==> config.mk <==
export PLATFORM = sky130hd
export DESIGN_NAME = sweep_sequencer
export DESIGN_NICKNAME = d
export VERILOG_FILES = /design/src/rtl/sweep_pkg.sv /design/src/rtl/sweep_sequencer_flag_debounce.sv /design/src/rtl/sweep_sequencer.sv
export SDC_FILE = /design/constraint.sdc
export NUM_CORES = 1
export LEC_CHECK = 0
export ABC_CLOCK_PERIOD_IN_PS = 2800
export CORE_AREA = 8 8 94 160
export CTS_CLUSTER_DIAMETER = 120
export DETAILED_ROUTE_END_ITERATION = 12
export DIE_AREA = 0 0 102 168
export DONT_BUFFER_PORTS = 1
export GPL_TIMING_DRIVEN = 0
export PLACE_DENSITY = 0.51
export SLEW_MARGIN = 20
export SYNTH_ARGS = -nofsm -noshare
export SYNTH_HDL_FRONTEND = slang
export SYNTH_HIERARCHICAL = 1
export SYNTH_SLANG_ARGS = --single-unit
==> constraint.sdc <==
create_clock -name slow_clk -period 2.8 [get_ports slow_clk]
set_input_delay 0.42 -clock slow_clk [delete_from_list [all_inputs] [get_ports slow_clk]]
set_output_delay 0.42 -clock slow_clk [all_outputs]
set_load 0.01 [all_outputs]
==> src/rtl/sweep_pkg.sv <==
// -----------------------------------------------------------------------------
// sweep_pkg
// Shared declarations for the velocity sweep sequencer: the sequencer state
// enumeration and width helpers used to size channel and counter registers.
// No ports (package).
// -----------------------------------------------------------------------------
package sweep_pkg;

   typedef enum logic [2:0] {
      ST_IDLE  = 3'd0,
      ST_ARM   = 3'd1,
      ST_UP    = 3'd2,
      ST_DOWN  = 3'd3,
      ST_FAULT = 3'd4
   } sweep_state_t;

   // Channel index spans both half-sweeps: 0..2*CHANNELS-1.
   function automatic int ch_width(input int channels);
      return (channels > 1) ? $clog2(2 * channels) : 1;
   endfunction

   // Bits needed to hold a counter running 0..count-1 (at least one bit).
   function automatic int cnt_width(input int count);
      return (count > 1) ? $clog2(count) : 1;
   endfunction

endpackage : sweep_pkg

==> src/rtl/sweep_sequencer_flag_debounce.sv <==
// -----------------------------------------------------------------------------
// flag_debounce
// Qualifies one direction flag: the flag must be high while the opposing flag
// is low on HOLD_CYCLES consecutive samples. 'qualified' is combinational and
// asserts during the cycle that presents the HOLD_CYCLES-th good sample, so the
// consumer can act on that very edge. The counter then saturates and does not
// re-qualify until a bad sample breaks the run.
//
// Ports:
//   slow_clk  in   clock (rising edge)
//   rst       in   asynchronous active-high reset
//   clr       in   synchronous clear of the hold counter
//   flag      in   flag being qualified
//   other     in   opposing flag (must be low for a good sample)
//   qualified out  high for exactly one sample when the run completes
// -----------------------------------------------------------------------------
module flag_debounce
   import sweep_pkg::*;
#(
   parameter int HOLD_CYCLES = 4
) (
   input  logic slow_clk,
   input  logic rst,
   input  logic clr,
   input  logic flag,
   input  logic other,
   output logic qualified
);

   // Counter runs 0..HOLD_CYCLES; the top value is the saturated state.
   localparam int HC_W = cnt_width(HOLD_CYCLES + 1);
   localparam logic [HC_W-1:0] HOLD_SAT  = HC_W'(HOLD_CYCLES);
   localparam logic [HC_W-1:0] HOLD_LAST = HC_W'(HOLD_CYCLES - 1);

   logic [HC_W-1:0] hold_cnt_reg;
   logic [HC_W-1:0] hold_cnt_next;
   logic            sample_ok;

   // Both-high and both-low samples both count as breaks.
   assign sample_ok = flag & ~other;

   always_comb begin
      hold_cnt_next = hold_cnt_reg;
      qualified     = 1'b0;
      if (clr || !sample_ok) begin
         hold_cnt_next = '0;
      end else if (hold_cnt_reg != HOLD_SAT) begin
         hold_cnt_next = hold_cnt_reg + HC_W'(1);
         qualified     = (hold_cnt_reg == HOLD_LAST);
      end
   end

   always_ff @(posedge slow_clk or posedge rst) begin
      if (rst) begin
         hold_cnt_reg <= '0;
      end else begin
         hold_cnt_reg <= hold_cnt_next;
      end
   end

endmodule : flag_debounce

==> src/rtl/sweep_sequencer.sv <==
// -----------------------------------------------------------------------------
// sweep_sequencer
// Steps a velocity channel index up through 0..CHANNELS-1 while the drive is
// rising and through CHANNELS..2*CHANNELS-1 while it is falling. Direction
// changes come from debounced rising/falling flags. A watchdog drops into
// FAULT if no qualified direction change occurs for TIMEOUT_CYCLES cycles.
//
// Ports:
//   slow_clk     in   clock (rising edge)
//   rst          in   asynchronous active-high reset
//   enable       in   run request; low returns to IDLE on the next edge
//   rising       in   edge-detector "rising" level flag
//   falling      in   edge-detector "falling" level flag
//   channel      out  current velocity channel
//   ch_valid     out  channel is live (UP or DOWN)
//   dir          out  1 while in UP
//   sweep_start  out  one-cycle pulse after each entry to UP
//   sweep_count  out  completed full sweeps (DOWN->UP transitions), wraps
//   fault        out  watchdog fault (FAULT state)
//   ch_overflow  out  sticky: a channel increment was blocked at the limit
// -----------------------------------------------------------------------------
module sweep_sequencer
   import sweep_pkg::*;
#(
   parameter int CHANNELS       = 512,
   parameter int DWELL_CYCLES   = 100,
   parameter int HOLD_CYCLES    = 4,
   parameter int TIMEOUT_CYCLES = 1048576,
   parameter int CNT_W          = 16
) (
   input  logic                           slow_clk,
   input  logic                           rst,
   input  logic                           enable,
   input  logic                           rising,
   input  logic                           falling,
   output logic [ch_width(CHANNELS)-1:0]  channel,
   output logic                           ch_valid,
   output logic                           dir,
   output logic                           sweep_start,
   output logic [CNT_W-1:0]               sweep_count,
   output logic                           fault,
   output logic                           ch_overflow
);

   localparam int CH_W = ch_width(CHANNELS);
   localparam int DW_W = cnt_width(DWELL_CYCLES);
   localparam int TO_W = cnt_width(TIMEOUT_CYCLES);

   localparam logic [CH_W-1:0] CH_UP_FIRST  = '0;
   localparam logic [CH_W-1:0] CH_UP_LAST   = CH_W'(CHANNELS - 1);
   localparam logic [CH_W-1:0] CH_DN_FIRST  = CH_W'(CHANNELS);
   localparam logic [CH_W-1:0] CH_DN_LAST   = CH_W'(2 * CHANNELS - 1);
   localparam logic [DW_W-1:0] DWELL_LAST   = DW_W'(DWELL_CYCLES - 1);
   localparam logic [TO_W-1:0] TIMEOUT_LAST = TO_W'(TIMEOUT_CYCLES - 1);

   // ---------------------------------------------------------------------
   // Flag qualification: index 0 = rising, index 1 = falling. Each flag is
   // qualified against the other one.
   // ---------------------------------------------------------------------
   logic [1:0] flag_vec;
   logic [1:0] qual_vec;
   logic       hold_clr;
   logic       rise_q;
   logic       fall_q;

   assign flag_vec = {falling, rising};
   assign hold_clr = ~enable;
   assign rise_q   = qual_vec[0];
   assign fall_q   = qual_vec[1];

   genvar gi;
   generate
      for (gi = 0; gi < 2; gi++) begin : g_qual
         flag_debounce #(
            .HOLD_CYCLES (HOLD_CYCLES)
         ) u_flag_debounce (
            .slow_clk  (slow_clk),
            .rst       (rst),
            .clr       (hold_clr),
            .flag      (flag_vec[gi]),
            .other     (flag_vec[1-gi]),
            .qualified (qual_vec[gi])
         );
      end
   endgenerate

   // ---------------------------------------------------------------------
   // State and datapath registers
   // ---------------------------------------------------------------------
   sweep_state_t     state_reg,       state_next;
   logic [CH_W-1:0]  channel_reg,     channel_next;
   logic [DW_W-1:0]  dwell_reg,       dwell_next;
   logic [TO_W-1:0]  timeout_reg,     timeout_next;
   logic [CNT_W-1:0] sweep_count_reg, sweep_count_next;
   logic             ch_overflow_reg, ch_overflow_next;
   logic             sweep_start_reg, sweep_start_next;
   logic [CH_W-1:0]  ch_last;

   always_comb begin
      state_next       = state_reg;
      channel_next     = channel_reg;
      dwell_next       = dwell_reg;
      timeout_next     = timeout_reg;
      sweep_count_next = sweep_count_reg;
      ch_overflow_next = ch_overflow_reg;
      sweep_start_next = 1'b0;
      ch_last          = (state_reg == ST_DOWN) ? CH_DN_LAST : CH_UP_LAST;

      if (!enable) begin
         // Dropping enable outranks every event, including a qualified flag
         // or a timeout on the same edge. Channel keeps its last value.
         state_next       = ST_IDLE;
         dwell_next       = '0;
         timeout_next     = '0;
         sweep_count_next = '0;
         ch_overflow_next = 1'b0;
      end else begin
         case (state_reg)
            ST_IDLE: begin
               state_next = ST_ARM;
            end

            ST_ARM: begin
               // First entry to UP does not count as a completed sweep.
               if (rise_q) begin
                  state_next       = ST_UP;
                  channel_next     = CH_UP_FIRST;
                  dwell_next       = '0;
                  timeout_next     = '0;
                  sweep_start_next = 1'b1;
               end
            end

            ST_UP, ST_DOWN: begin
               // A direction change is checked before the watchdog so that
               // it wins when both land on the same edge.
               if ((state_reg == ST_UP) && fall_q) begin
                  state_next   = ST_DOWN;
                  channel_next = CH_DN_FIRST;
                  dwell_next   = '0;
                  timeout_next = '0;
               end else if ((state_reg == ST_DOWN) && rise_q) begin
                  state_next       = ST_UP;
                  channel_next     = CH_UP_FIRST;
                  dwell_next       = '0;
                  timeout_next     = '0;
                  sweep_start_next = 1'b1;
                  sweep_count_next = sweep_count_reg + CNT_W'(1);
               end else if (timeout_reg == TIMEOUT_LAST) begin
                  state_next = ST_FAULT;
               end else begin
                  timeout_next = timeout_reg + TO_W'(1);
                  if (dwell_reg == DWELL_LAST) begin
                     dwell_next = '0;
                     if (channel_reg == ch_last) begin
                        ch_overflow_next = 1'b1;
                     end else begin
                        channel_next = channel_reg + CH_W'(1);
                     end
                  end else begin
                     dwell_next = dwell_reg + DW_W'(1);
                  end
               end
            end

            ST_FAULT: begin
               // Only dropping enable leaves FAULT.
               state_next = ST_FAULT;
            end

            default: begin
               state_next = ST_IDLE;
            end
         endcase
      end
   end

   always_ff @(posedge slow_clk or posedge rst) begin
      if (rst) begin
         state_reg       <= ST_IDLE;
         channel_reg     <= '0;
         dwell_reg       <= '0;
         timeout_reg     <= '0;
         sweep_count_reg <= '0;
         ch_overflow_reg <= 1'b0;
         sweep_start_reg <= 1'b0;
      end else begin
         state_reg       <= state_next;
         channel_reg     <= channel_next;
         dwell_reg       <= dwell_next;
         timeout_reg     <= timeout_next;
         sweep_count_reg <= sweep_count_next;
         ch_overflow_reg <= ch_overflow_next;
         sweep_start_reg <= sweep_start_next;
      end
   end

   // Status outputs decode straight from registers, so an asynchronous reset
   // shows on every output immediately.
   assign channel     = channel_reg;
   assign ch_valid    = (state_reg == ST_UP) || (state_reg == ST_DOWN);
   assign dir         = (state_reg == ST_UP);
   assign fault       = (state_reg == ST_FAULT);
   assign sweep_start = sweep_start_reg;
   assign sweep_count = sweep_count_reg;
   assign ch_overflow = ch_overflow_reg;

endmodule : sweep_sequencer

==> impl_results.md <==
- Worst hold-check path type: in2reg
- Highest clock rate: 375 MHz
- Main combinational cell family by area after synthesis: simple AND/OR/NAND/NOR gates
- Skew final: 0.00711 ns
- Pleak: 1.73 nW
- Max FFs per register: 20
- 1st-iter DRT viols: 179
- Comb power frac: 0.034
- Syn Area/Cell: 9.05 sq um
- Pwr per Cell Area: 506 nW/um^2
- Fillers: 1369
- TNS Setup: 0 ns
- Antenna cells: 0
- Initial Util: 0.296
- Syn nets: 433
- Switch Pwr: 0.467 mW
- Routed Antenna Nets: 0
- Tmin final: 2.67 ns
- Worst-skew pair later-pin latency: 0.33 ns
- Seq cells post-synth: 64
- RSZ-0062 raised after global routing: no
- Grt ovf: 0
- Area of the mapped netlist: 3780 sq um
- Share of the synthesized area in the top cell type: 0.423
- H-tree depth: 3
- Vias in the first global route: 3310
- Period utilisation layout: 0.954
- Site Rows: 55
- Top FF cell, synth: dfrtp_1
- Critical setup path kind: in2reg
- CTS clk-pin slew, worst paths: 0.06 ns
- Post-route setup slack: 0.130 ns
- CTS tree: yes
- Max FO, Critical Path: 11
- Most common cell after layout, fill and taps aside: dfrtp_1
- FFs w/ async S/R, synth: 1.00
- Xor and xnor area share after synthesis: 0.0463
- Post-synthesis sequential area ratio: 0.423
- Final nets: 451
- Status: finished clean
- Worst path required time: 3.05 ns
- Least-Margin Pin Slew: 0.832 ns
- Cell accounting for the most synthesized area: dfrtp_1
- Share of post-route cells with drive strength above 1: 0.147
- Dpl cells: 590
- Detailed Routing Iterations Pass 1: 4
- Post-synthesis cell count: 418
- Fin. max-slew vios: 0
- EDFF count, synth: 0
- Clock Power Share: 0.559
- Setup crit start kind: primary input
- GRT Resource Usage Total: 0.121
- YS warnings: 6
- Synth cell types: 68
- Layout Cells excl Fill: 612
- Reg power frac: 0.407
- Synth Area in Adders: 0.0331
- Nature of the critical path endpoint: register
- Core Footprint: 12800 sq um
- Synth area leaders: dfrtp_1 42%, nor2_1 3.8%, nand2_1 3.4%, a21oi_1 3.3%, ha_1 3.3%
- Mux cell area share after synthesis: 0.00793
- Total vias in the final route: 3226
- Max rail drop VDD: 0.280 mV
- Dpl hpwl: 7.11 mm
- First-pass GRT wire length: 16.5 mm
- Switching part of the total: 0.204
- Final hold vios: 0
- IO Pins: 36
- Drc violations: 0
- Buffers added on ports: 0
- Placed Area: 4100 sq um
- Pint: 1.82 mW
- DR WL/cell: 16.0 um
- Commonest cells after routing, fill and taps aside: 64 x dfrtp_1, 38 x nor2_1, 34 x nand2_1
- Clock sinks: 64
- Cell area after layout: 4520 sq um
- Initial antenna violation count: 0
- Synth Area in Compound Gates: 0.175
- Vias per cell: 5.27
- Die area: 17100 sq um
- Die Wd: 102 um
- Area Growth Syn to Fin: 19.3%
- Post-Place Setup Slack: -0.346 ns
- Slew headroom: 0.441
- Simple-Gate Fraction of Synth Area: 0.266
- CP arrival: 2.92 ns
- WL final: 9.79 mm
- Final setup viols: 0
- Chip Height: 168 um
- Hold WS: 0.292 ns
- Largest net degree at the start of global routing: 53
- Max cap viols: 0
- Final Wtd Congestion: 0.798
- CTS buffer count: 9
- Root Driver: clkbuf_16
- Worst-case clock buffer depth: 2
[logic make-up (layout without fill, tap and decap cells)]
family | count (synthesis) | count (layout)
AOI/OAI and AO/OA | 95 | 95
xor gates and xnor gates | 20 | 20
adders and majority gates | 10 | 10
buffers and inverters | 44 | 67
DFF | 64 | 64
muxes | 3 | 3
and+or+nand+nor | 182 | 182
[cell type report]
| cell class | count | area, sq um | share of cell area |
|---|---|---|---|
| buffer | 19 | 135 | 0.0299 |
| clock buffer | 10 | 229 | 0.0507 |
| clock inverter | 6 | 108 | 0.0238 |
| inverter | 25 | 109 | 0.0241 |
| multi-input combinational | 310 | 2040 | 0.453 |
| sequential | 64 | 1600 | 0.355 |
| tap | 171 | 214 | 0.0474 |
| timing repair buffer | 7 | 75.1 | 0.0166 |
[cells in the mapped netlist, types with 3 or more instances]
cell type  number
dfrtp_1        64
nor2_1         38
nand2_1        34
a21oi_1        25
inv_1          24
nand3_1        21
o21ai_0        16
nor3_1         14
clkbuf_1       12
nand4_1        11
xnor2_1        11
ha_1           10
or3_1          10
xor2_1          9
o211ai_1        7
o2111ai_1       6
o31ai_1         6
and2_1          5
and3_1          5
or2_2           5
or4_1           5
nand2b_1        4
nor4_1          4
a211o_1         3
a31oi_1         3
mux2i_1         3
nand4b_1        3
nor4b_1         3
o21ai_1         3
[stage by stage]
step / power (mW) / util
finish: 2.29 / 0.353
global route: 2.36 / 0.353
CTS: 2.32 / 0.348
detailed placement: 1.02 / 0.321
global placement: 1.01 / 0.318
floorplan: 0.996 / -
[timing repair]
item,CTS,global route
setup buffers,0,5
hold endpoints to repair,12,0
hold buffers,1,0
endpoints found under the setup margin,0,23
gates resized for setup,0,6
[critical path, stage by stage]
cell and delay (ns):
clkbuf_16 0.15, clkinv_8 0.07, clkbuf_8 0.16, or3b_4 0.41
nor3b_4 0.31, mux2i_1 0.15, nand4_1 0.28, nor3_1 0.11
clkbuf_1 0.23, or4_1 0.46, a21oi_1 0.16
[power groups by stage]
stage / Clock (mW) / Sequential, mW / Combinational, mW
2_1_floorplan: 0 / 0.945 / 0.0506
3_3_place_gp: 0 / 0.946 / 0.0672
3_5_place_dp: 0 / 0.946 / 0.0744
4_1_cts: 1.32 / 0.929 / 0.0760
5_1_grt: 1.35 / 0.929 / 0.0881
6_report: 1.28 / 0.929 / 0.0778
[path summary, 6_finish.rpt]
kind                                                        endpoint  slack (ns)  cells past startpoint                                 startpoint
setup reg to reg                                     timeout_reg[11]        0.19                     10  g_qual[0].u_flag_debounce/hold_cnt_reg[0]
min in group asynchronous  g_qual[0].u_flag_debounce/hold_cnt_reg[2]        0.50                      2                                        rst
hold / removal             g_qual[1].u_flag_debounce/hold_cnt_reg[1]        0.29                      2                                     rising
setup / recovery                                     timeout_reg[11]        0.13                     11                                     enable
hold reg to reg                                         dwell_reg[0]        0.51                      1                               dwell_reg[0]
max in group asynchronous                                 channel[5]        1.81                      3                                        rst
[metal layers]
| layer | vias up | track usage | routed length (um) |
|---|---|---|---|
| met1 | 1611 | 0.121 | 3730 |
| met5 | - | 0 | 0 |
| li1 | 1545 | - | - |
| met4 | 0 | 0.0572 | 218 |
| met3 | 14 | 0.0355 | 510 |
| met2 | 56 | 0.218 | 5330 |
No activity file was read; power rests on OpenSTA's default activity.
